[config.mk]
export PLATFORM = sky130hd
export DESIGN_NAME = prec_scalable_mac_pipe_flat
export DESIGN_NICKNAME = d
export VERILOG_FILES = /design/src/rtl/prec_mac_pkg.sv /design/src/rtl/prec_scalable_mac_pipe_if.sv /design/src/rtl/mac_slice_mult.sv /design/src/rtl/prec_scalable_mac_pipe.sv /design/src/flat_wrapper.sv
export SDC_FILE = /design/constraint.sdc
export NUM_CORES = 1
export LEC_CHECK = 0
export ABC_AREA = 1
export ABC_CLOCK_PERIOD_IN_PS = 7600
export CAP_MARGIN = 0
export CORE_MARGIN = 2
export CORE_UTILIZATION = 38
export CTS_CLUSTER_SIZE = 20
export DETAILED_ROUTE_END_ITERATION = 12
export SLEW_MARGIN = 20
export SYNTH_ARGS = -nofsm -noshare
export SYNTH_HDL_FRONTEND = slang
export SYNTH_SLANG_ARGS = --single-unit
[constraint.sdc]
create_clock -name clk -period 7.6 [get_ports clk]
set_input_delay 1.52 -clock clk [delete_from_list [all_inputs] [get_ports clk]]
set_output_delay 1.52 -clock clk [all_outputs]
set_load 0.02 [all_outputs]
[src/rtl/prec_mac_pkg.sv]
// Shared types and helpers for the precision-scalable MAC pipeline.
// Lanes are built from four equal accumulator segments; the helpers below say
// how those segments are grouped for each precision mode.
package prec_mac_pkg;

    typedef enum logic [1:0] {
        PREC_FULL = 2'b00,
        PREC_HALF = 2'b01,
        PREC_QTR  = 2'b10,
        PREC_RSVD = 2'b11
    } prec_e;

    typedef enum logic [1:0] {
        IDLE,
        ACCUM,
        FLUSH,
        DONE
    } state_e;

    localparam int unsigned NUM_SEG = 4;

    // Width of one result lane for a given mode and accumulator width.
    function automatic int unsigned lane_width(prec_e prec, int unsigned acc_w);
        int unsigned w;
        unique case (prec)
            PREC_FULL: w = acc_w;
            PREC_HALF: w = acc_w / 2;
            PREC_QTR:  w = acc_w / 4;
            default:   w = 0;
        endcase
        return w;
    endfunction

    // Bit k set: segment k takes the carry out of segment k-1.
    function automatic logic [NUM_SEG-1:0] carry_in_mask(prec_e prec);
        logic [NUM_SEG-1:0] m;
        unique case (prec)
            PREC_FULL: m = 4'b1110;
            PREC_HALF: m = 4'b1010;
            default:   m = 4'b0000;
        endcase
        return m;
    endfunction

    // Bit k set: segment k holds the sign bit of its lane.
    function automatic logic [NUM_SEG-1:0] lane_end_mask(prec_e prec);
        logic [NUM_SEG-1:0] m;
        unique case (prec)
            PREC_FULL: m = 4'b1000;
            PREC_HALF: m = 4'b1010;
            default:   m = 4'b1111;
        endcase
        return m;
    endfunction

endpackage

[src/rtl/prec_scalable_mac_pipe_if.sv]
// Control, operand-stream and result-stream signals of the MAC engine.
// master = upstream/consumer side, slave = the engine.
interface prec_scalable_mac_pipe_if #(
    parameter int unsigned ACT_W = 8,
    parameter int unsigned WGT_W = 8,
    parameter int unsigned ACC_W = 56,
    parameter int unsigned LEN_W = 16
);
    logic             start;
    logic [1:0]       cfg_prec;
    logic [LEN_W-1:0] cfg_len;
    logic             busy;
    logic             cfg_err;

    logic             in_valid;
    logic             in_ready;
    logic [ACT_W-1:0] in_act;
    logic [WGT_W-1:0] in_wgt;

    logic             out_valid;
    logic             out_ready;
    logic [ACC_W-1:0] out_acc;
    logic [1:0]       out_prec;

    modport master (
        output start, cfg_prec, cfg_len, in_valid, in_act, in_wgt, out_ready,
        input  busy, cfg_err, in_ready, out_valid, out_acc, out_prec
    );

    modport slave (
        input  start, cfg_prec, cfg_len, in_valid, in_act, in_wgt, out_ready,
        output busy, cfg_err, in_ready, out_valid, out_acc, out_prec
    );

endinterface

[src/rtl/mac_slice_mult.sv]
// Combinational precision-scalable multiplier. Produces the product(s) of a
// signed activation with one, two or four signed weight slices, each already
// sign-extended and placed at its lane position inside an ACC_W-wide vector.
module mac_slice_mult
    import prec_mac_pkg::*;
#(
    parameter int unsigned ACT_W = 8,
    parameter int unsigned WGT_W = 8,
    parameter int unsigned ACC_W = 56
) (
    input  logic [ACT_W-1:0] act_i,
    input  logic [WGT_W-1:0] wgt_i,
    input  prec_e            prec_i,
    output logic [ACC_W-1:0] prod_o
);

    localparam int unsigned S       = WGT_W / 4;
    localparam int unsigned LANE_W  = ACC_W / 4;
    localparam int unsigned HLANE_W = 2 * LANE_W;
    localparam int unsigned FULL_W  = ACT_W + WGT_W;
    localparam int unsigned HALF_W  = ACT_W + 2 * S;
    localparam int unsigned QTR_W   = ACT_W + S;

    logic signed [FULL_W-1:0] p_full;
    logic signed [HALF_W-1:0] p_half [2];
    logic signed [QTR_W-1:0]  p_qtr  [4];

    // Form all candidate products, then place the ones for the active mode.
    always_comb begin
        p_full = FULL_W'($signed(act_i)) * FULL_W'($signed(wgt_i));
        for (int k = 0; k < 2; k++) begin
            p_half[k] = HALF_W'($signed(act_i)) * HALF_W'($signed(wgt_i[k*2*S +: 2*S]));
        end
        for (int k = 0; k < 4; k++) begin
            p_qtr[k] = QTR_W'($signed(act_i)) * QTR_W'($signed(wgt_i[k*S +: S]));
        end

        prod_o = '0;
        unique case (prec_i)
            PREC_FULL: prod_o = ACC_W'(p_full);
            PREC_HALF: begin
                for (int k = 0; k < 2; k++) begin
                    prod_o[k*HLANE_W +: HLANE_W] = HLANE_W'(p_half[k]);
                end
            end
            PREC_QTR: begin
                for (int k = 0; k < 4; k++) begin
                    prod_o[k*LANE_W +: LANE_W] = LANE_W'(p_qtr[k]);
                end
            end
            default: prod_o = '0;
        endcase
    end

endmodule

[src/rtl/prec_scalable_mac_pipe.sv]
// Pipelined precision-scalable dot-product engine.
// Stage 1 registers the products of an accepted beat, stage 2 adds them into a
// four-segment accumulator whose carry chain is cut at lane boundaries.
// Build option MAC_SAT_EN: lanes saturate to their signed limits instead of
// wrapping.
module prec_scalable_mac_pipe
    import prec_mac_pkg::*;
#(
    parameter int unsigned ACT_W = 8,
    parameter int unsigned WGT_W = 8,
    parameter int unsigned ACC_W = 56,
    parameter int unsigned LEN_W = 16
) (
    input logic                     clk,
    input logic                     rstn,
    prec_scalable_mac_pipe_if.slave bus
);

    localparam int unsigned LANE_W = ACC_W / 4;

    state_e                 state_q, state_d;
    prec_e                  prec_q, prec_d;
    logic [LEN_W-1:0]       len_q, len_d;
    logic [LEN_W-1:0]       cnt_q, cnt_d;
    logic                   busy_q, busy_d;
    logic                   in_ready_q, in_ready_d;
    logic                   out_valid_q, out_valid_d;
    logic                   cfg_err_q, cfg_err_d;
    logic                   fire;
    logic                   acc_clr;

    logic [ACC_W-1:0]       mult_prod;
    logic [ACC_W-1:0]       prod_q, prod_d;
    logic                   prod_vld_q, prod_vld_d;
    logic [ACC_W-1:0]       acc_q, acc_d;

    logic [3:0][LANE_W-1:0] acc_seg, prod_seg, sum_seg, acc_sum;
    logic [3:0]             cin_mask;
    logic                   carry, cin;

    mac_slice_mult #(
        .ACT_W (ACT_W),
        .WGT_W (WGT_W),
        .ACC_W (ACC_W)
    ) u_mult (
        .act_i  (bus.in_act),
        .wgt_i  (bus.in_wgt),
        .prec_i (prec_q),
        .prod_o (mult_prod)
    );

    assign fire = bus.in_valid && in_ready_q;

    // Job sequencing: next state, beat counting and registered status outputs.
    always_comb begin
        state_d     = state_q;
        prec_d      = prec_q;
        len_d       = len_q;
        cnt_d       = cnt_q;
        out_valid_d = out_valid_q;
        cfg_err_d   = 1'b0;
        acc_clr     = 1'b0;

        unique case (state_q)
            IDLE: begin
                if (bus.start) begin
                    if (prec_e'(bus.cfg_prec) == PREC_RSVD) begin
                        cfg_err_d = 1'b1;
                    end else begin
                        prec_d  = prec_e'(bus.cfg_prec);
                        len_d   = bus.cfg_len;
                        cnt_d   = '0;
                        acc_clr = 1'b1;
                        if (bus.cfg_len == '0) begin
                            state_d     = DONE;
                            out_valid_d = 1'b1;
                        end else begin
                            state_d = ACCUM;
                        end
                    end
                end
            end
            ACCUM: begin
                if (fire) begin
                    cnt_d = cnt_q + LEN_W'(1);
                    if (cnt_d == len_q) begin
                        state_d = FLUSH;
                    end
                end
            end
            FLUSH: begin
                // Last beat retires from stage 2 on this edge.
                state_d     = DONE;
                out_valid_d = 1'b1;
            end
            DONE: begin
                if (bus.out_ready) begin
                    state_d     = IDLE;
                    out_valid_d = 1'b0;
                end
            end
            default: state_d = IDLE;
        endcase

        in_ready_d = (state_d == ACCUM) && (cnt_d < len_d);
        busy_d     = (state_d != IDLE);
    end

    // Stage 1 capture and stage 2 segmented add with per-mode carry cuts.
    always_comb begin
        prod_d     = fire ? mult_prod : prod_q;
        prod_vld_d = fire;

        acc_seg  = acc_q;
        prod_seg = prod_q;
        cin_mask = carry_in_mask(prec_q);
        sum_seg  = '0;
        carry    = 1'b0;
        cin      = 1'b0;
        for (int k = 0; k < 4; k++) begin
            cin = cin_mask[k] & carry;
            {carry, sum_seg[k]} = {1'b0, acc_seg[k]} + {1'b0, prod_seg[k]}
                                + {{LANE_W{1'b0}}, cin};
        end
    end

`ifdef MAC_SAT_EN
    logic [3:0] end_mask;
    logic       lane_ovf, lane_neg;

    // Clamp each lane whose add overflowed; walk from the top so every segment
    // sees the overflow verdict of the lane it belongs to.
    always_comb begin
        end_mask = lane_end_mask(prec_q);
        lane_ovf = 1'b0;
        lane_neg = 1'b0;
        acc_sum  = '0;
        for (int j = 3; j >= 0; j--) begin
            if (end_mask[j]) begin
                lane_neg = acc_seg[j][LANE_W-1];
                lane_ovf = (acc_seg[j][LANE_W-1] == prod_seg[j][LANE_W-1])
                        && (sum_seg[j][LANE_W-1] != acc_seg[j][LANE_W-1]);
            end
            if (!lane_ovf) begin
                acc_sum[j] = sum_seg[j];
            end else if (end_mask[j]) begin
                acc_sum[j] = lane_neg ? {1'b1, {(LANE_W-1){1'b0}}}
                                      : {1'b0, {(LANE_W-1){1'b1}}};
            end else begin
                acc_sum[j] = lane_neg ? '0 : '1;
            end
        end
    end
`else
    assign acc_sum = sum_seg;
`endif

    // Accumulator update: clear on job start, add when stage 1 holds a beat.
    always_comb begin
        if (acc_clr) begin
            acc_d = '0;
        end else if (prod_vld_q) begin
            acc_d = acc_sum;
        end else begin
            acc_d = acc_q;
        end
    end

    // Control and status registers.
    always_ff @(posedge clk or negedge rstn) begin
        if (!rstn) begin
            state_q     <= IDLE;
            prec_q      <= PREC_FULL;
            len_q       <= '0;
            cnt_q       <= '0;
            busy_q      <= 1'b0;
            in_ready_q  <= 1'b0;
            out_valid_q <= 1'b0;
            cfg_err_q   <= 1'b0;
        end else begin
            state_q     <= state_d;
            prec_q      <= prec_d;
            len_q       <= len_d;
            cnt_q       <= cnt_d;
            busy_q      <= busy_d;
            in_ready_q  <= in_ready_d;
            out_valid_q <= out_valid_d;
            cfg_err_q   <= cfg_err_d;
        end
    end

    // Datapath registers: product pipeline and accumulator.
    always_ff @(posedge clk or negedge rstn) begin
        if (!rstn) begin
            prod_q     <= '0;
            prod_vld_q <= 1'b0;
            acc_q      <= '0;
        end else begin
            prod_q     <= prod_d;
            prod_vld_q <= prod_vld_d;
            acc_q      <= acc_d;
        end
    end

    assign bus.busy      = busy_q;
    assign bus.cfg_err   = cfg_err_q;
    assign bus.in_ready  = in_ready_q;
    assign bus.out_valid = out_valid_q;
    assign bus.out_acc   = acc_q;
    assign bus.out_prec  = prec_q;

endmodule

[src/flat_wrapper.sv]
// flat-port wrapper written by rule: the top's interface ports become plain ports
module prec_scalable_mac_pipe_flat import prec_mac_pkg::*;
#(
    parameter int unsigned ACT_W = 8,
    parameter int unsigned WGT_W = 8,
    parameter int unsigned ACC_W = 56,
    parameter int unsigned LEN_W = 16
)
  (clk, rstn, bus_start, bus_cfg_prec, bus_cfg_len, bus_in_valid, bus_in_act, bus_in_wgt, bus_out_ready, bus_busy, bus_cfg_err, bus_in_ready, bus_out_valid, bus_out_acc, bus_out_prec);
  prec_scalable_mac_pipe_if #(.ACT_W(ACT_W), .WGT_W(WGT_W), .ACC_W(ACC_W), .LEN_W(LEN_W)) bus_i ();
  input logic clk;
  input logic rstn;
  input wire logic [$bits(bus_i.start)-1:0] bus_start;
  input wire logic [$bits(bus_i.cfg_prec)-1:0] bus_cfg_prec;
  input wire logic [$bits(bus_i.cfg_len)-1:0] bus_cfg_len;
  input wire logic [$bits(bus_i.in_valid)-1:0] bus_in_valid;
  input wire logic [$bits(bus_i.in_act)-1:0] bus_in_act;
  input wire logic [$bits(bus_i.in_wgt)-1:0] bus_in_wgt;
  input wire logic [$bits(bus_i.out_ready)-1:0] bus_out_ready;
  output wire logic [$bits(bus_i.busy)-1:0] bus_busy;
  output wire logic [$bits(bus_i.cfg_err)-1:0] bus_cfg_err;
  output wire logic [$bits(bus_i.in_ready)-1:0] bus_in_ready;
  output wire logic [$bits(bus_i.out_valid)-1:0] bus_out_valid;
  output wire logic [$bits(bus_i.out_acc)-1:0] bus_out_acc;
  output wire logic [$bits(bus_i.out_prec)-1:0] bus_out_prec;
  assign bus_i.start = bus_start;
  assign bus_i.cfg_prec = bus_cfg_prec;
  assign bus_i.cfg_len = bus_cfg_len;
  assign bus_i.in_valid = bus_in_valid;
  assign bus_i.in_act = bus_in_act;
  assign bus_i.in_wgt = bus_in_wgt;
  assign bus_i.out_ready = bus_out_ready;
  assign bus_busy = bus_i.busy;
  assign bus_cfg_err = bus_i.cfg_err;
  assign bus_in_ready = bus_i.in_ready;
  assign bus_out_valid = bus_i.out_valid;
  assign bus_out_acc = bus_i.out_acc;
  assign bus_out_prec = bus_i.out_prec;
  prec_scalable_mac_pipe #(.ACT_W(ACT_W), .WGT_W(WGT_W), .ACC_W(ACC_W), .LEN_W(LEN_W)) u_core (.clk(clk), .rstn(rstn), .bus(bus_i));
endmodule
### Word-level counts from Yosys, hierarchy flattened

Cells that the tools add are included.

| storage, ports and cells | value |
|---|---|
| register bits after elaboration | 153 |
| output and inout bits | 62 |
| word-level logic and storage cells | 82 |

| cells by class | value |
|---|---|
| add/subtract/negate cells | 8 |
| multiply operators | 7 |
| order comparisons | 1 |
| equality and inequality tests | 12 |
| muxes and demuxes | 29 |
| bitwise logic cells | 4 |
| reductions and logical operators | 10 |

Operators by type and width:

| kind | count |
|---|---|
| $pmux 56 s3 | 1 |
| $mux 56 | 2 |
| $mux 16 | 6 |
| $add 14x14->15 | 3 |
| $mul 8x2->10 | 4 |
| $pmux 16 s2 | 1 |
| $add 15x1->15 | 2 |
| $mul 8x4->12 | 2 |
| $add 16x1->16 const B | 1 |
| $eq 16x16->1 | 1 |
| $logic_not 16->1 | 1 |
| $lt 16x16->1 | 1 |
| $mul 8x8->16 | 1 |
| $add 14x1->14 | 1 |
| $add 14x14->14 | 1 |
| $mux 2 | 6 |
| $mux 1 | 10 |
| $eq 2x2->1 const B | 4 |
| $pmux 2 s4 | 1 |
| $pmux 4 s2 | 1 |
| $eq 2x1->1 const B | 3 |
| $ne 2x2->1 const B | 3 |
| $reduce_and 5->1 | 1 |
| $logic_not 2->1 | 2 |
| 8 further kinds | 12 |

### Longest topological paths before layout

| depth | value |
|---|---|
| depth in word-level cells | 10 |
| depth in mapped cells | 41 |

### By module

From an unflattened synthesis, not the netlist that was laid out.

| unflattened totals | value |
|---|---|
| cells, all modules | 2278 |
| area total of the unflattened synthesis | 16260.6 sq um |

Modules (own cells, without submodules):

| module | instances | cells each | area an instance (sq um) |
|---|---|---|---|
| prec_scalable_mac_pipe | 1 | 1208 | 9212.6 |
| mac_slice_mult | 1 | 1070 | 7048.0 |

### Worst setup path before layout

OpenSTA, ideal clock, no wires.

| path | value |
|---|---|
| path kind | reg-to-reg |
| start point | register u_core.acc_q[0] (netlist: u_core.bus.out_acc[0]) |
| end point | register u_core.acc_q[52] (netlist: u_core.bus.out_acc[52]) |
| library setup time | 66 ps |
| arrival time | 6283 ps |
| data required time | 7534 ps |
| path slack | 1252 ps |
| cell stages (with the launch flop) | 41 |
| clock period less this slack | 6348 ps |
| path through | dfrtp_1 ha_1 fa_1 nand3_1 nand3_1 nand3_1 nand2_1 nand2_1 nand2_1 a21oi_1 nor2_1 fa_1 fa_1 nand3_1 nand3_1 nand3_1 nand2_1 nand2_1 (+5 left out) nand3_1 nand3_1 nand3_1 nand2_1 nand2_1 nand2_1 a21oi_1 nor2_1 fa_1 fa_1 a21oi_1 o21ai_0 a21oi_1 inv_1 a31oi_1 or2_2 nand3_1 nand2_1 |

| between the ends | value |
|---|---|
| longest elaborated chain between the ends | 9 |

Ends and longest elaborated chain:

| what | line | text |
|---|---|---|
| start, declared | prec_scalable_mac_pipe.sv:35 | `logic [ACC_W-1:0] acc_q, acc_d;` |
| start signal, assigned | prec_scalable_mac_pipe.sv:197 | `acc_q <= '0;` |
| start signal, assigned | prec_scalable_mac_pipe.sv:201 | `acc_q <= acc_d;` |
| $add 14x14->15 | prec_scalable_mac_pipe.sv:122 | `{carry, sum_seg[k]} = {1'b0, acc_seg[k]} + {1'b0, prod_seg[k]}` |
| $and 1x1->1 | prec_scalable_mac_pipe.sv:121 | `cin = cin_mask[k] & carry;` |
| $add 15x1->15 | prec_scalable_mac_pipe.sv:123 | `+ {{LANE_W{1'b0}}, cin};` |
| $and 1x1->1 | prec_scalable_mac_pipe.sv:121 |  |
| $add 15x1->15 | prec_scalable_mac_pipe.sv:123 |  |
| $and 1x1->1 | prec_scalable_mac_pipe.sv:121 |  |
| $add 14x1->14 | prec_scalable_mac_pipe.sv:123 |  |
| $mux 56 | prec_scalable_mac_pipe.sv:162 | `end else if (prod_vld_q) begin` |
| $mux 56 | prec_scalable_mac_pipe.sv:160 | `if (acc_clr) begin` |

Every way passes these cells. The select of a mux whose other input is x is not followed.
A chain may end at the register's enable or synchronous reset.

### Worst setup path in the final report

Ends and elaborated chain as after synthesis.

==> impl_results.md <==
- Die width: 203 µm
- Final Util: 44.3%
- Crit end category: flip-flop
- Actual slew at the worst max-slew pin: 1020 ps
- Vias in the first global route: 13101
- H-tree depth: 4
- RSZ-0062 raised after global routing: no
- Crit path from: u_core.bus.out_acc[0]
- Element type at the critical path start: flip-flop
- Clock sinks: 143
- Final worst path period share: 91.9%
- Largest cells by area after synthesis: dfrtp_1 (24%), ha_1 (15%), nand2_1 (14%)
- Final instance area: 17200 µm²
- I/O Pins: 101
- DRT iter0 DRCs: 972
- Post-synth top area share: 23.8%
- Worst Path Max Fanout: 4
- Routed wire length: 41600 µm
- Cells after DPL: 2613
- Slew Viols, Final: 0
- Ant diodes: 0
- Gr ovfl total: 0
- Commonest cells in the netlist: nand2_1 (578), inv_1 (319), ha_1 (186)
- Layout cells sized above 1: 4.05%
- CP max stage delay: 470 ps
- Hold buffer count at cts: 0
- FF+latch count, synth: 143
- Number of cell rows: 72
- Top-count cell post-synth: nand2_1
- DR pass1 iterations: 5
- Total die area: 41200 µm²
- Clock Skew: 8.47 ps
- Largest net degree at the start of global routing: 76
- Initial antenna violation count: 0
- Post-synth EDFFs: 0
- VDD IR max: 0.000175 V
- Total track usage: 20.8%
- Routed len/inst: 15.7 µm
- # port buffers: 100
- CTS max path bufs: 2
- P_leak: 9.32 nW
- Mean post-synth cell area: 7.43 µm²
- CTS Buf Count: 17
- Worst path required time: 7980 ps
- Post-CTS resize count: 0
- DRC: 0
- Synthesized instance count: 2027
- Placer Congestion: 0.911
- Class of the worst hold path: reg -> reg
- Max-Cap Viols: 0
- Nets@finish: 2436
- TritonCTS clock tree: built
- Clock-pin slew on the worst setup and hold paths: 60 ps
- # Post-CTS Setup Buffers: 0
- Yosys Warn Count: 0
- Clk Latency, worst-skew pair: 440 ps
- Syn Std Cell Area: 15100 µm²
- Highest achievable clock rate: 143 MHz
- Vias/cell: 5.06
- Setup TNS: 0 ps
- Slowest-stage cell, CP: fa_1
- Post-synth top area cell: dfrtp_1
- Placed cell area: 16700 µm²
- Fin crit period: 6980 ps
- Top FF cell, synth: dfrtp_1
- Initial Util: 38.7%
- First-pass GRT wire length: 68200 µm
- Die H: 203 µm
- Final setup fails: 0
- Synth cell types: 49
- Syn-to-layout area delta: 14.3%
- Min-delay src: u_core.prod_q[49]
- Post-synth net total: 2349
- Final Hold Vio Count: 0
- Routed Antenna Nets: 0
- P per Cell Area: 372 nW/µm²
- Sequential share of the synthesized area: 23.8%
- Post-synth ARST share: 100%
- CTS root buf: clkbuf_16
- Vias: 13383
- Kind of critical path: reg -> reg
- DPL Wire Length: 33300 µm
- Outcome: completed
- Launch point of the worst reg-to-reg path: u_core.bus.out_acc[0]
- Core ar.: 38900 µm²
- Critical path arrival: 7360 ps
- Max_slew headroom: 31.6%
- Final cell count without fillers: 2643
layout make-up:
cell class              instances  area [µm²]
fillers                      4016       21700
multi-input cells            1510       10100
flip-flops and latches        143        3580
inverters                     322        1210
repair buffers                120        1150
well taps                     518         648
clock buffers                  23         458
clock inverters                 7         113
per-stage QoR:
stage	setup slack, ps	power, mW	hold slack, ps
after global routing	5.44	7.08	511
after CTS	632	6.42	490
final	616	6.40	486
after floorplan	1250	4.30	453
after global placement	702	5.47	469
after detailed placement	702	5.54	476
registers in the layout (all words and copies together), names as in the netlist:
signal / count
u_core.bus.out_valid: 1
u_core.bus.cfg_err: 1
u_core.len_q: 16
u_core.cnt_q: 16
u_core.bus.out_acc: 56
u_core.bus.busy: 1
u_core.bus.out_prec: 2
u_core.bus.in_ready: 1
u_core.state_q: 2
u_core.prod_q: 46
u_core.prod_vld_q: 1
critical path: cells and delay by family (launching register included):
family	cells	cell delay (ps)
AOI/OAI and AO/OA	7	1050
adders and majority gates	8	3280
buffers and inverters	1	70
DFF	1	390
and+or+nand+nor	24	2110
logic make-up (layout without fill, tap and decap cells):
family	count (synthesis)	after routing	share of synthesized area, %
AOI/OAI and AO/OA	357	357	13.5
xor gates and xnor gates	36	36	2.19
adders and majority gates	283	283	28.3
buffers and inverters	374	472	9.47
DFF	143	143	23.8
and+or+nand+nor	834	834	22.7
power breakdown:
group	switching [mW]	total [mW]	internal, mW
logic	2.54	4.13	1.59
registers	0.320	1.43	1.11
clock network	0.327	0.845	0.519
cells in the final DEF (no fill, tap or decap), types with 5 or more instances in the layout:
cell,n
inv_1,319
ha_1,186
buf_4,20
a22o_1,11
nor3_1,11
clkdlybuf4s50_1,99
fa_1,97
or2_2,9
a31oi_1,6
o22ai_1,17
dfrtp_1,143
nor2_4,6
nor2_1,111
nand2_2,10
clkbuf_1,5
o21bai_1,5
o21ai_0,117
nand3_1,86
a21oi_1,145
a21o_1,9
nand4_1,10
nand2_1,577
nor2_2,5
xnor2_1,12
o31ai_1,6
o211ai_1,10
xor2_1,22
a32o_1,5
clkbuf_16,17
final timing paths:
kind	to	slack, ps	cells after the start
min in group asynchronous	u_core.len_q[10]	1080	1
min reg2reg	u_core.prod_q[49]	490	2
max	u_core.bus.out_acc[52]	620	40
min	u_core.prod_q[49]	490	2
max in group asynchronous	u_core.bus.out_acc[47]	5090	2
max reg2reg	u_core.bus.out_acc[52]	620	40
routing by layer:
| layer | up-vias | part of all wire (%) | GRT usage [%] |
|---|---|---|---|
| li1 | 6721 | - | - |
| met1 | 6309 | 49 | 30.0 |
| met2 | 306 | 44 | 31.9 |
| met3 | 47 | 4.9 | 3.43 |
| met4 | 0 | 2.0 | 5.94 |
| met5 | - | 0 | 0 |
Note: power is estimated with default switching activity, not from simulation.
